===== src/rtl/bitwise_pipe.sv =====
// bitwise_pipe: registered bitwise logic unit.
//
// Each accepted word computes r = (f(op,a,b) & mask) | (a & ~mask) per bit.
// The result goes into a DEPTH-entry output FIFO. Both sides use a
// valid/ready handshake.
//
// Ports:
//   clk, rst_n          rising-edge clock, synchronous active-low reset
//   in_valid/in_ready   operand handshake (op, a, b, mask sampled on accept)
//   out_valid/out_ready result handshake, out = FIFO head (0 when empty)
//   out_zero            out_valid && out == 0
//   xfer_count          completed output handshakes, wraps at 16 bits

// Single-bit lane: applies the selected op, then the mask select.
module bitwise_lane (
  input  logic [2:0] op,
  input  logic       a,
  input  logic       b,
  input  logic       m,
  output logic       r
);
  logic f;

  always_comb begin
    f = 1'b0;
    unique case (op)
      3'b000: f = ~a;
      3'b001: f = a & b;
      3'b010: f = a | b;
      3'b011: f = a ^ b;
      3'b100: f = ~(a & b);
      3'b101: f = ~(a | b);
      3'b110: f = ~(a ^ b);
      3'b111: f = a;
      default: f = 1'b0;
    endcase
  end

  // A masked-off bit passes a through unchanged.
  assign r = m ? f : a;
endmodule

module bitwise_pipe #(
  parameter int WIDTH = 16,
  parameter int DEPTH = 2
) (
  input  logic             clk,
  input  logic             rst_n,
  input  logic             in_valid,
  output logic             in_ready,
  input  logic [2:0]       op,
  input  logic [WIDTH-1:0] a,
  input  logic [WIDTH-1:0] b,
  input  logic [WIDTH-1:0] mask,
  output logic             out_valid,
  input  logic             out_ready,
  output logic [WIDTH-1:0] out,
  output logic             out_zero,
  output logic [15:0]      xfer_count
);
  localparam int AW = $clog2(DEPTH);
  localparam int CW = AW + 1;

  logic [WIDTH-1:0] res;
  logic [WIDTH-1:0] mem [DEPTH];
  logic [AW-1:0]    wr_ptr, rd_ptr;
  logic [CW-1:0]    occ;
  logic             accept, xfer;

  for (genvar i = 0; i < WIDTH; i++) begin : g_lane
    bitwise_lane u_lane (
      .op (op),
      .a  (a[i]),
      .b  (b[i]),
      .m  (mask[i]),
      .r  (res[i])
    );
  end

  // in_ready depends only on registered occupancy and reset. It never
  // looks at out_ready, so a full FIFO refuses input even while draining.
  assign in_ready  = (occ < CW'(DEPTH)) && rst_n;
  assign out_valid = (occ != '0);
  assign accept    = in_valid && in_ready;
  assign xfer      = out_valid && out_ready;

  assign out      = out_valid ? mem[rd_ptr] : '0;
  assign out_zero = out_valid && (out == '0);

  // Storage needs no reset. Entries are only visible through occ.
  always_ff @(posedge clk) begin
    if (accept) mem[wr_ptr] <= res;
  end

  always_ff @(posedge clk) begin
    if (!rst_n) begin
      wr_ptr     <= '0;
      rd_ptr     <= '0;
      occ        <= '0;
      xfer_count <= '0;
    end else begin
      // DEPTH is a power of two, so pointer overflow is the modulo wrap.
      if (accept) wr_ptr <= wr_ptr + AW'(1);
      if (xfer) begin
        rd_ptr     <= rd_ptr + AW'(1);
        xfer_count <= xfer_count + 16'd1;
      end
      unique case ({accept, xfer})
        2'b10:   occ <= occ + CW'(1);
        2'b01:   occ <= occ - CW'(1);
        default: occ <= occ;
      endcase
    end
  end
endmodule


===== config.mk =====
export PLATFORM = sky130hd
export DESIGN_NAME = bitwise_pipe
export DESIGN_NICKNAME = d
export VERILOG_FILES = /design/src/rtl/bitwise_pipe.sv
export SDC_FILE = /design/constraint.sdc
export NUM_CORES = 1
export LEC_CHECK = 0
export BUFFER_PORTS_ARGS = -buffer_cell sky130_fd_sc_hd__buf_2
export CAP_MARGIN = 20
export CORE_UTILIZATION = 59
export DETAILED_ROUTE_END_ITERATION = 12
export GPL_ROUTABILITY_DRIVEN = 0
export PLACE_DENSITY = 0.95
export REMOVE_ABC_BUFFERS = 1
export SLEW_MARGIN = 20
export SYNTH_ARGS = -nofsm -noshare
export SYNTH_HDL_FRONTEND = slang
export SYNTH_SLANG_ARGS = --single-unit

===== constraint.sdc =====
create_clock -name clk -period 4 [get_ports clk]
set_input_delay 0.8 -clock clk [delete_from_list [all_inputs] [get_ports clk]]
set_output_delay 0.8 -clock clk [all_outputs]
set_load 0.01 [all_outputs]

* Yosys cells after proc, flatten, opt, wreduce, memory -nomap -nowiden
Memories as Yosys holds them, arrays and structs flattened. A register that Yosys moved wholly into a read port is not among the register bits.
Cells that the tools add are included.
** Word-level totals
- Bits in registers :: 20
- Memories kept :: 1
- Bits in read-only memories :: 0
- Latch bits :: 0
- Output and inout bits :: 35
- Bits of input ports :: 55
- RAM bits :: 32
** Memories
- mem :: depth 2, bits a word 16, read ports 1, clocked after Yosys merged registers in 1, write ports 1, RTL line 65 : logic [WIDTH-1:0] mem [DEPTH];
** Cells by class
- Multiplexer cells :: 38
- Order comparisons :: 1
- Add/subtract/negate cells :: 5
- $mul :: 0
- Shifts and indexed selects :: 0
- Bitwise gates (word level) :: 112
- Div/mod/pow operators :: 0
- Reductions and logical operators :: 8
- Equality and inequality tests :: 9
** Operator list (count)
- 1-bit one-hot mux with 8 select lines :: 16
- 1-bit NOT :: 64
- 1-bit 2-to-1 mux :: 20
- 16-bit by 1-bit adder with 16-bit output (second input constant) :: 1
- 1-bit AND :: 16
- 16-bit zero test :: 1
- 16-bit 2-to-1 mux :: 1
- 1-bit bitwise OR :: 16
- 1-bit bitwise XOR :: 16
- 3-bit == test (second input constant) :: 4
- 3-bit by 2-bit == test with 1-bit output (second input constant) :: 2
- 1-bit logical AND :: 4
- 2-bit one-hot mux with 2 select lines :: 1
- 2-bit nonzero test :: 2
- 3-bit by 1-bit == test with 1-bit output (second input constant) :: 1
- 3-bit zero test :: 1
- 1-bit adder (second input constant) :: 2
- 2-bit by 1-bit adder with 2-bit output (second input constant) :: 1
- 2-bit by 1-bit == test with 1-bit output (second input constant) :: 1
- 2-bit == test (second input constant) :: 1
- 2-bit less-than comparator (second input constant) :: 1
- 2-bit by 1-bit subtractor with 2-bit output (second input constant) :: 1

* Longest topological paths before layout
Gate-level depths: netlist of the first run.
- Depth in word-level cells :: 5
- Gate-level depth with buffers :: 7

* Modules after synthesis
A second synthesis of the first run with hierarchy kept.
** Unflattened totals
- Cell total of the unflattened synthesis :: 506
- Area, all modules :: 4413.0 µm²
** By module, submodules not included
- bitwise_pipe :: instances 1, area an instance 2270.9 µm², cells each 186
- bitwise_lane :: instances 16, area an instance 133.9 µm², cells each 20

* Worst setup path before layout of the first run
Ideal clock, no wire load.
- Path type :: register to output
- From :: register with a tool-made name
- To :: output out_zero
- Slack :: 1520 ps
- Cell stages (with the launch flop) :: 6
- Arrival time :: 1680 ps
- Required time :: 3200 ps
- Path through :: dfxtp_1 -> clkbuf_1 -> mux2i_1 -> nand3_1 -> or4_1 -> nor3_1
** RTL lines
- end, declared :: RTL line 58 : output logic out_zero,

==> impl_metrics.py, run 1 <==
metrics = {
    "cts": {
        "cts_tree": "done",
        "cts_resized": 0,
        "cts_buffer_depth": 2,
        "cts_setup_buffers": 0,
        "clk_pin_slew_worst_paths_ps": 90,
        "clk_latency_ps": 310,
        "cts_buffers": 5,
        "ctsHoldBuffers": 0,
        "htree_levels": 2,
        "cts.sinks": 53,
        "clock-root-buffer": "clkbuf_8",
    },
    "grt": {
        "antenna_found_initial": 0,
        "grt_overflow": 0,
        "globalRouteTotalUtil_pct": 26.2,
        "grt_pass1_wl_um": 13600,
        "grt_pass1_vias": 3169,
        "grt_max_degree": 35,
    },
    "sta": {
        "rsz0062_at_grt": "false",
        "period_minus_slack_ps": 3400,
        "slew_viol_final": 0,
        "slew_headroom_pct": 35.4,
        "hold_violations": 0,
        "whs_ps": 485,
        "finalSetupViolations": 0,
        "fmax_mhz": 294,
        "finalSetupTns_ps": 0,
        "fin_worst_skew_ps": 4.51,
        "worst-slew-pin-transition_ps": 968,
        "fin_crit_sh_pct": 84.9,
    },
    "power": {
        "pwr_density_cell_mw_per_mm2": 356,
        "ir_drop_mv": 0.301,
        "p_total_w": 0.00157,
        "leakage_nw": 1.99,
    },
    "worst_setup_path": {
        "arrival_ps": 2600,
        "reg2reg_depth": 4,
        "start_kind": "register",
        "cp-end-kind": "primary output",
        "cp_max_fo": 20,
        "crit_type": "reg2out",
        "critPathRequiredTime_ps": 3200,
    },
    "logic_synthesis": {
        "synth_top_cell_area_share_pct": 25.0,
        "synth_area_per_cell_um2": 8.92,
        "synth_edf_count": 32,
        "ys_ff_latch": 53,
        "ys_types": 42,
        "synthCells": 431,
        "synth-main-ff-cell": "edfxtp_1",
        "synth_area_mm2": 0.00384,
        "synth-async-reset-ratio_pct": 0,
        "synth_area_leader_cell": "edfxtp_1",
        "ys_seq_area_share_pct": 35.9,
        "yosysWarnings": 0,
        "synth.area.top_cells": "edfxtp_1 (25%), ha_1 (11%), dfxtp_1 (11%)",
    },
    "cells_and_area": {
        "num_antenna_cells": 0,
        "layout-drive-gt1-share_pct": 22.3,
        "nets": 594,
        "area_delta_synth_final_pct": 14.3,
        "mostFrequentLayoutCell": "buf_2",
        "final_cell_mix": "buf_2 (89), nand2_1 (48), inv_1 (38), nor2_1 (34), ha_1 (34)",
        "nFillCells": 500,
        "finalNonFillerCells": 583,
    },
    "floorplan": {
        "die_height_um": 82.7,
        "coreArea_mm2": 0.00631,
        "dieArea_mm2": 0.00684,
        "ioPinCount": 90,
        "initial_core_util_pct": 60.9,
        "rows": 29,
        "die_w_um": 82.7,
    },
    "placed_design": {
        "io_buffers": 89,
        "place_inst": 575,
        "dp_hpwl_um": 6580,
    },
    "worst_hold_path": {
        "hold-path-cell-count": 2,
        "hold_class": "reg2reg",
    },
    "flow_run": {
        "drv_cap": 0,
    },
    "route": {
        "drc_errors": 0,
        "vias_per_cell": 6.08,
        "drt_pre_antenna_iters": 5,
        "vias": 3543,
        "routedWlPerCell_um": 15.3,
        "drt-total-wl_um": 8910,
        "initialDrtViolationCount": 201,
        "ant_nets": 0,
    },
    "outcome": {
        "outcome": "finished clean",
    },
}
metrics by stage:
stage,utilization [%],cell area (um^2),worst slack (ps)
finish,69.6,4390,603
global route,69.6,4390,473
CTS,69.6,4390,596
detailed placement,68.1,4300,939
global placement,68.1,4300,1030
floorplan,-,3740,1170
cells by family after synthesis:
family | count (synthesis) | share of synthesized area [%]
AND/OR/NAND/NOR | 132 | 17.0
AO/OA/AOI/OAI | 113 | 20.5
buffers and inverters | 63 | 6.38
flip-flops | 53 | 35.9
adder cells (fa/ha/maj) | 34 | 11.1
multiplexers | 23 | 6.15
XOR/XNOR | 13 | 2.96
state kept, by name, indices dropped and copies added (netlist names), named ones only:
| signal | flops |
|---|---|
| mem | 32 |
| rd_ptr | 1 |
| occ | 2 |
| wr_ptr | 1 |
| xfer_count | 16 |
power by group:
| part | internal, W | total, W | switching (W) |
|---|---|---|---|
| Clock | 0.000124 | 0.000300 | 0.000176 |
| Sequential | 0.000634 | 0.000695 | 0.0000610 |
| Combinational | 0.000241 | 0.000570 | 0.000329 |
| Total | 0.000999 | 0.00157 | 0.000566 |
Yosys cell counts (all sizes together), types with 2 or more instances:
master	n
nor3b	5
nor2b	11
dfxtp	21
edfxtp	32
a21oi	19
nor3	4
nand2	49
mux2	5
xor2	10
and3	2
or3	3
o221ai	11
a2bb2oi	11
nand4	3
or4	6
o21ai	24
buf	3
mux2i	18
a22oi	11
o2bb2ai	11
o31ai	8
nand3	8
o311ai	5
clkbuf	21
nor2	35
inv	39
nand2b	2
ha	34
o22ai	11
xnor2	3
metal layers:
metal | track usage (%) | up-vias | wire, um
met4 | 11.0 | 0 | 151
met5 | 0 | - | 0
met3 | 4.18 | 12 | 813
met2 | 47.5 | 183 | 4370
li1 | - | 1707 | -
met1 | 30.2 | 1641 | 3570
area by class of cell:
cell class                      count  area [um^2]  area share, %
Sequential cell                    53         1380           31.5
Clock buffer                        5         68.8           1.57
Timing Repair Buffer               91          460           10.5
Tap cell                           77         96.3           2.19
Multi-Input combinational cell    315         2220           50.5
Inverter                           39          146           3.33
Clock inverter                      3         21.3          0.484
final timing paths:
path	slack, ps	to	from
worst max-delay path	600	out_zero	register
worst min-delay path	480	xfer_count[15]	xfer_count[15]
worst max register to register	2170	occ[1]	occ[0]
worst min register to register	480	xfer_count[15]	xfer_count[15]
worst max-delay path: stages, from the launching register on:
cell and delay, ps:
dfxtp_1 970, mux2i_1 280, nor2_1 90, or4_1 540, nor3_1 230, buf_2 170
Power figures use the tool's default switching activity.
==> run 2: changes to the inputs <==
Settings changed: CORE_UTILIZATION 59 to 55, PLACE_DENSITY 0.95 to 0.9.
Clock period 4 ns to 3.3 ns, I/O delays scaled along.
==> run 2 against run 1 <==
Clock-buffer cell count is 1 higher. Sequential power is 22% higher. Clock power is 17% higher. Largest cell class unchanged. Critical path type unchanged. Flip-flop and latch count stayed put.
==> impl_metrics.py, run 2 (same netlist as run 1, synthesis figures left out) <==
metrics = {
    "route": {
        "met2_length_um": 4530,
        "initialDrtViolationCount": 182,
        "top_layer": "met4",
        "drc_errors": 0,
        "vias_per_cell": 5.92,
        "routedWlPerCell_um": 15.4,
        "drt-total-wl_um": 9090,
        "drt_pre_antenna_iters": 6,
        "drt-met1-wl_um": 3880,
        "vias": 3505,
        "ant_nets": 0,
        "dr_wl_met3_um": 564,
    },
    "grt": {
        "grt_overflow": 0,
        "grt_max_degree": 25,
        "antenna_found_initial": 0,
        "grt_pass1_vias": 3373,
        "grt_pass1_wl_um": 15000,
        "globalRouteTotalUtil_pct": 25.3,
    },
    "worst_setup_path": {
        "cpPeakStageDelay_ps": 680,
        "crit_type": "reg2out",
        "arrival_ps": 2300,
        "reg2reg_from": "occ[1]",
        "cp_max_fo": 20,
        "critPathRequiredTime_ps": 2640,
        "cp-end-kind": "primary output",
        "cp.buffers_inverters": 1,
        "start_kind": "register",
        "slowest_stage": "dfxtp_2",
        "cp_cell_sequence": "mux2i_1 -> nor2_1 -> or4_1 -> nor3_1 -> buf_2",
        "crit_family": "simple AND/OR/NAND/NOR gates",
    },
    "cts": {
        "clk_pin_slew_worst_paths_ps": 100,
        "cts_tree": "done",
        "cts_setup_buffers": 0,
        "htree_levels": 2,
        "cts.sinks": 53,
        "clock-root-buffer": "clkbuf_8",
        "clk_latency_ps": 310,
        "cts_buffer_depth": 2,
        "cts_buffers": 5,
    },
    "placed_design": {
        "dp_slack_ps": 348,
        "placed_cell_area_mm2": 0.00435,
        "dp_hpwl_um": 6940,
        "io_buffers": 89,
    },
    "cells_and_area": {
        "nFillCells": 567,
        "largest_register_ffs": 32,
        "area_delta_synth_final_pct": 15.5,
        "mostFrequentLayoutCell": "buf_2",
        "regMostFlops": "mem",
        "num_antenna_cells": 0,
        "layout-drive-gt1-share_pct": 23.2,
        "final_cell_mix": "buf_2 (89), nand2_1 (48), inv_1 (38), nor2_1 (34), ha_1 (34)",
        "top_regs": "mem: 32 flops, xfer_count: 16 flops, occ: 2 flops",
        "nets": 600,
        "fin_area_mm2": 0.00444,
    },
    "power": {
        "switching_power_w": 0.000675,
        "clkPwrFrac_pct": 18.5,
        "pwr_density_cell_mw_per_mm2": 425,
        "combPwrFrac_pct": 36.7,
        "pwr-share-seq_pct": 44.7,
        "ir_drop_mv": 0.196,
        "p_total_w": 0.00189,
        "intPower_w": 0.00121,
        "p_sw_share_pct": 35.7,
        "leakage_nw": 2.01,
    },
    "sta": {
        "slew_headroom_pct": 50.5,
        "worst-slew-pin-transition_ps": 742,
        "fmax_mhz": 338,
        "fin_crit_sh_pct": 89.6,
        "rsz0062_at_grt": "false",
        "period_minus_slack_ps": 2960,
        "finalSetupViolations": 0,
        "hold_violations": 0,
        "fin_worst_skew_ps": 11.8,
        "layout_setup_ws_ps": 342,
        "slew_viol_final": 0,
        "finalSetupTns_ps": 0,
    },
    "worst_hold_path": {
        "hold_class": "reg2reg",
        "min-delay-start": "xfer_count[15]",
    },
    "floorplan": {
        "ioPinCount": 90,
        "die_height_um": 85.6,
        "initial_core_util_pct": 56.9,
        "dieArea_mm2": 0.00733,
        "coreArea_mm2": 0.00676,
        "die_w_um": 85.6,
        "rows": 30,
    },
    "outcome": {
        "outcome": "finished clean",
    },
    "flow_run": {
        "drv_cap": 0,
    },
}
-- run 2: cell types whose count changed in the layout (fill, tap and decap cells not counted) --
| cell | delta |
|---|---|
| buf_4 | +6 |
| clkinv_2 | -1 |
| dfxtp_2 | +1 |
| clkinvlp_4 | +1 |
| inv_6 | -1 |
| clkbuf_1 | +1 |
| dfxtp_1 | -1 |
-- run 2: final cells by class --
type	count	area (um^2)	share of cell area, %
clock buffers	6	72.6	1.63
flip-flops and latches	53	1380	31.1
clock inverters	2	15.0	0.338
well taps	80	100	2.25
inverters	39	146	3.30
repair buffers	97	505	11.4
multi-input cells	315	2220	49.9
-- run 2: power groups by stage --
| stage | combinational, W | clock, W | sequential, W |
|---|---|---|---|
| after floorplan | 0.000424 | 0 | 0.000846 |
| after CTS | 0.000693 | 0.000362 | 0.000844 |
| final | 0.000694 | 0.000350 | 0.000845 |
| after global placement | 0.000660 | 0 | 0.000853 |
| after detailed placement | 0.000689 | 0 | 0.000860 |
| after global routing | 0.000764 | 0.000388 | 0.000854 |
-- run 2: repair_timing --
action / in CTS / in global routing
hold buffers: 0 / 0
setup endpoints to repair: 0 / 1
endpoints found under the hold margin: 0 / 0
resized for setup: 0 / 1
-- run 2: worst min-delay path: stages (launching register included) --
cell and delay, ps:
dfxtp_1 330, nand2_1 60, mux2i_1 50
-- run 2: worst paths after layout --
check | depth (start not counted) | slack, ps | endpoint
worst max-delay path | 5 | 340 | out_zero
worst min-delay path | 2 | 480 | xfer_count[15]
worst max register to register | 5 | 1450 | occ[1]
worst min register to register | 2 | 480 | xfer_count[15]
-- run 2: layer usage --
layer	vias up	global-route usage (%)
met3	15	3.56
met2	154	45.7
li1	1715	-
met1	1621	31.3
met5	-	0
met4	0	7.88
-- run 2: metrics by stage --
stage / cells / utilization [%] / hold slack (ps)
2_1_floorplan: 407 / - / 481
3_3_place_gp: 584 / 64.4 / 450
3_5_place_dp: 584 / 64.4 / 466
4_1_cts: 592 / 65.7 / 478
5_1_grt: 592 / 65.7 / 524
6_report: 592 / 65.7 / 481
==> run 3: changes to the inputs <==
Settings changed: CORE_ASPECT_RATIO set to 0.9, GPL_TIMING_DRIVEN set to 0.
==> run 3 against run 2 <==
Total power fell by 0.50%. Largest power group unchanged. Via count up 0.68%. Sequential share of layout area grew 0.27 points. Critical endpoint unchanged. Final area shrank 0.87%. Flip-flop and latch count is the same. Largest cell class unchanged. Global-route usage down 0.45 points.
==> impl_metrics.py, run 3 (same netlist as run 1, synthesis figures left out) <==
metrics = {
    "outcome": {
        "outcome": "finished clean",
    },
    "cells_and_area": {
        "nFillCells": 525,
        "layout-drive-gt1-share_pct": 22.6,
        "nets": 592,
        "regMostFlops": "mem",
        "top_regs": "mem: 32 flops, xfer_count: 16 flops, occ: 2 flops",
        "mostFrequentLayoutCell": "buf_2",
        "final_cell_mix": "buf_2 (89), nand2_1 (48), inv_1 (38), ha_1 (34), nor2_1 (33)",
        "largest_register_ffs": 32,
        "fin_area_mm2": 0.00440,
        "area_delta_synth_final_pct": 14.5,
        "num_antenna_cells": 0,
    },
    "floorplan": {
        "ioPinCount": 90,
        "die_w_um": 90.1,
        "die_height_um": 81.3,
        "dieArea_mm2": 0.00733,
        "coreArea_mm2": 0.00666,
        "rows": 28,
        "initial_core_util_pct": 57.7,
    },
    "grt": {
        "grtUsageMet3_pct": 3.65,
        "grt_pass1_wl_um": 14600,
        "grt-busiest-layer": "met2",
        "antenna_found_initial": 0,
        "grt_pass1_vias": 3115,
        "use_met1_pct": 32.7,
        "grt_max_degree": 35,
        "use_met2_pct": 43.3,
        "globalRouteTotalUtil_pct": 24.9,
        "grt_overflow": 0,
    },
    "worst_setup_path": {
        "cp_max_fo": 20,
        "critPathRequiredTime_ps": 2640,
        "arrival_ps": 2260,
        "start_kind": "register",
        "reg2reg_depth": 5,
        "crit_type": "reg2out",
        "cp-end-kind": "primary output",
    },
    "power": {
        "pwr_density_cell_mw_per_mm2": 427,
        "pwr-share-seq_pct": 44.9,
        "switching_power_w": 0.000670,
        "intPower_w": 0.00121,
        "combPwrFrac_pct": 36.0,
        "clkPwrFrac_pct": 19.0,
        "leakage_nw": 1.98,
        "p_sw_share_pct": 35.7,
        "ir_drop_mv": 0.257,
    },
    "route": {
        "vias": 3529,
        "ant_nets": 0,
        "drt-total-wl_um": 9020,
        "drc_errors": 0,
        "routedWlPerCell_um": 15.2,
        "initialDrtViolationCount": 218,
        "vias_per_cell": 5.94,
        "drt_pre_antenna_iters": 5,
    },
    "sta": {
        "slew_viol_final": 0,
        "finalSetupTns_ps": 0,
        "rsz0062_at_grt": "false",
        "worst-slew-pin-transition_ps": 906,
        "fmax_mhz": 343,
        "hold_violations": 0,
        "slew_headroom_pct": 39.5,
        "finalSetupViolations": 0,
        "period_minus_slack_ps": 2920,
        "fin_worst_skew_ps": 14.8,
        "fin_crit_sh_pct": 88.4,
    },
    "cts": {
        "cts.sinks": 53,
        "ctsHoldBuffers": 0,
        "clock-root-buffer": "clkbuf_8",
        "cts_resized": 1,
        "cts_tree": "done",
        "cts_setup_buffers": 0,
        "clk_latency_ps": 310,
        "htree_levels": 2,
        "cts_buffer_depth": 2,
        "clk_pin_slew_worst_paths_ps": 100,
        "cts_buffers": 5,
    },
    "placed_design": {
        "placed_cell_area_mm2": 0.00431,
        "io_buffers": 89,
        "dp_hpwl_um": 6530,
    },
    "worst_hold_path": {
        "hold-path-cell-count": 2,
        "hold_class": "reg2reg",
    },
    "flow_run": {
        "drv_cap": 0,
    },
}
run 3: final timing paths:
kind	start	endpoint	slack, ps
worst max register to register	occ[1]	occ[1]	1450
worst min register to register	xfer_count[15]	xfer_count[15]	490
worst max-delay path	register	out_zero	380
worst min-delay path	xfer_count[15]	xfer_count[15]	490
run 3: area by class of cell:
class	count	area, um^2	share of cell area, %
clock buffers	5	68.8	1.56
clock inverters	3	20.0	0.455
inverters	39	146	3.33
multi-input cells	315	2220	50.6
flip-flops and latches	53	1380	31.4
well taps	90	113	2.56
repair buffers	89	445	10.1
run 3: stage by stage:
stage               hold WS, ps  std cells  worst slack [ps]  utilization (%)  total power (W)
floorplan                   481        407               615                -          0.00127
global placement            449        586               401             64.6          0.00149
detailed placement          471        586               336             64.8          0.00153
CTS                         504        594               332             66.1          0.00189
global route                528        594               245             66.1          0.00199
finish                      495        594               382             66.1          0.00188
run 3: power by group through the flow:
stage | clock network (W) | logic (W) | registers [W]
6_report | 0.000357 | 0.000677 | 0.000845
5_1_grt | 0.000389 | 0.000750 | 0.000855
4_1_cts | 0.000364 | 0.000676 | 0.000845
3_5_place_dp | 0 | 0.000668 | 0.000858
3_3_place_gp | 0 | 0.000637 | 0.000854
2_1_floorplan | 0 | 0.000424 | 0.000846
run 3: metal layers:
| layer | share of wire, % | wire [um] | vias to the layer above |
|---|---|---|---|
| met2 | 49 | 4370 | 138 |
| met5 | 0 | 0 | - |
| li1 | - | - | 1704 |
| met4 | 1.7 | 157 | 0 |
| met3 | 6.0 | 542 | 14 |
| met1 | 44 | 3940 | 1673 |
run 3: worst max-delay path, cell delays in order (launching register included):
cell and delay [ps]:
dfxtp_2 690, mux2i_1 320, nor2_1 80, or4_1 530, nor3_1 180, buf_2 150
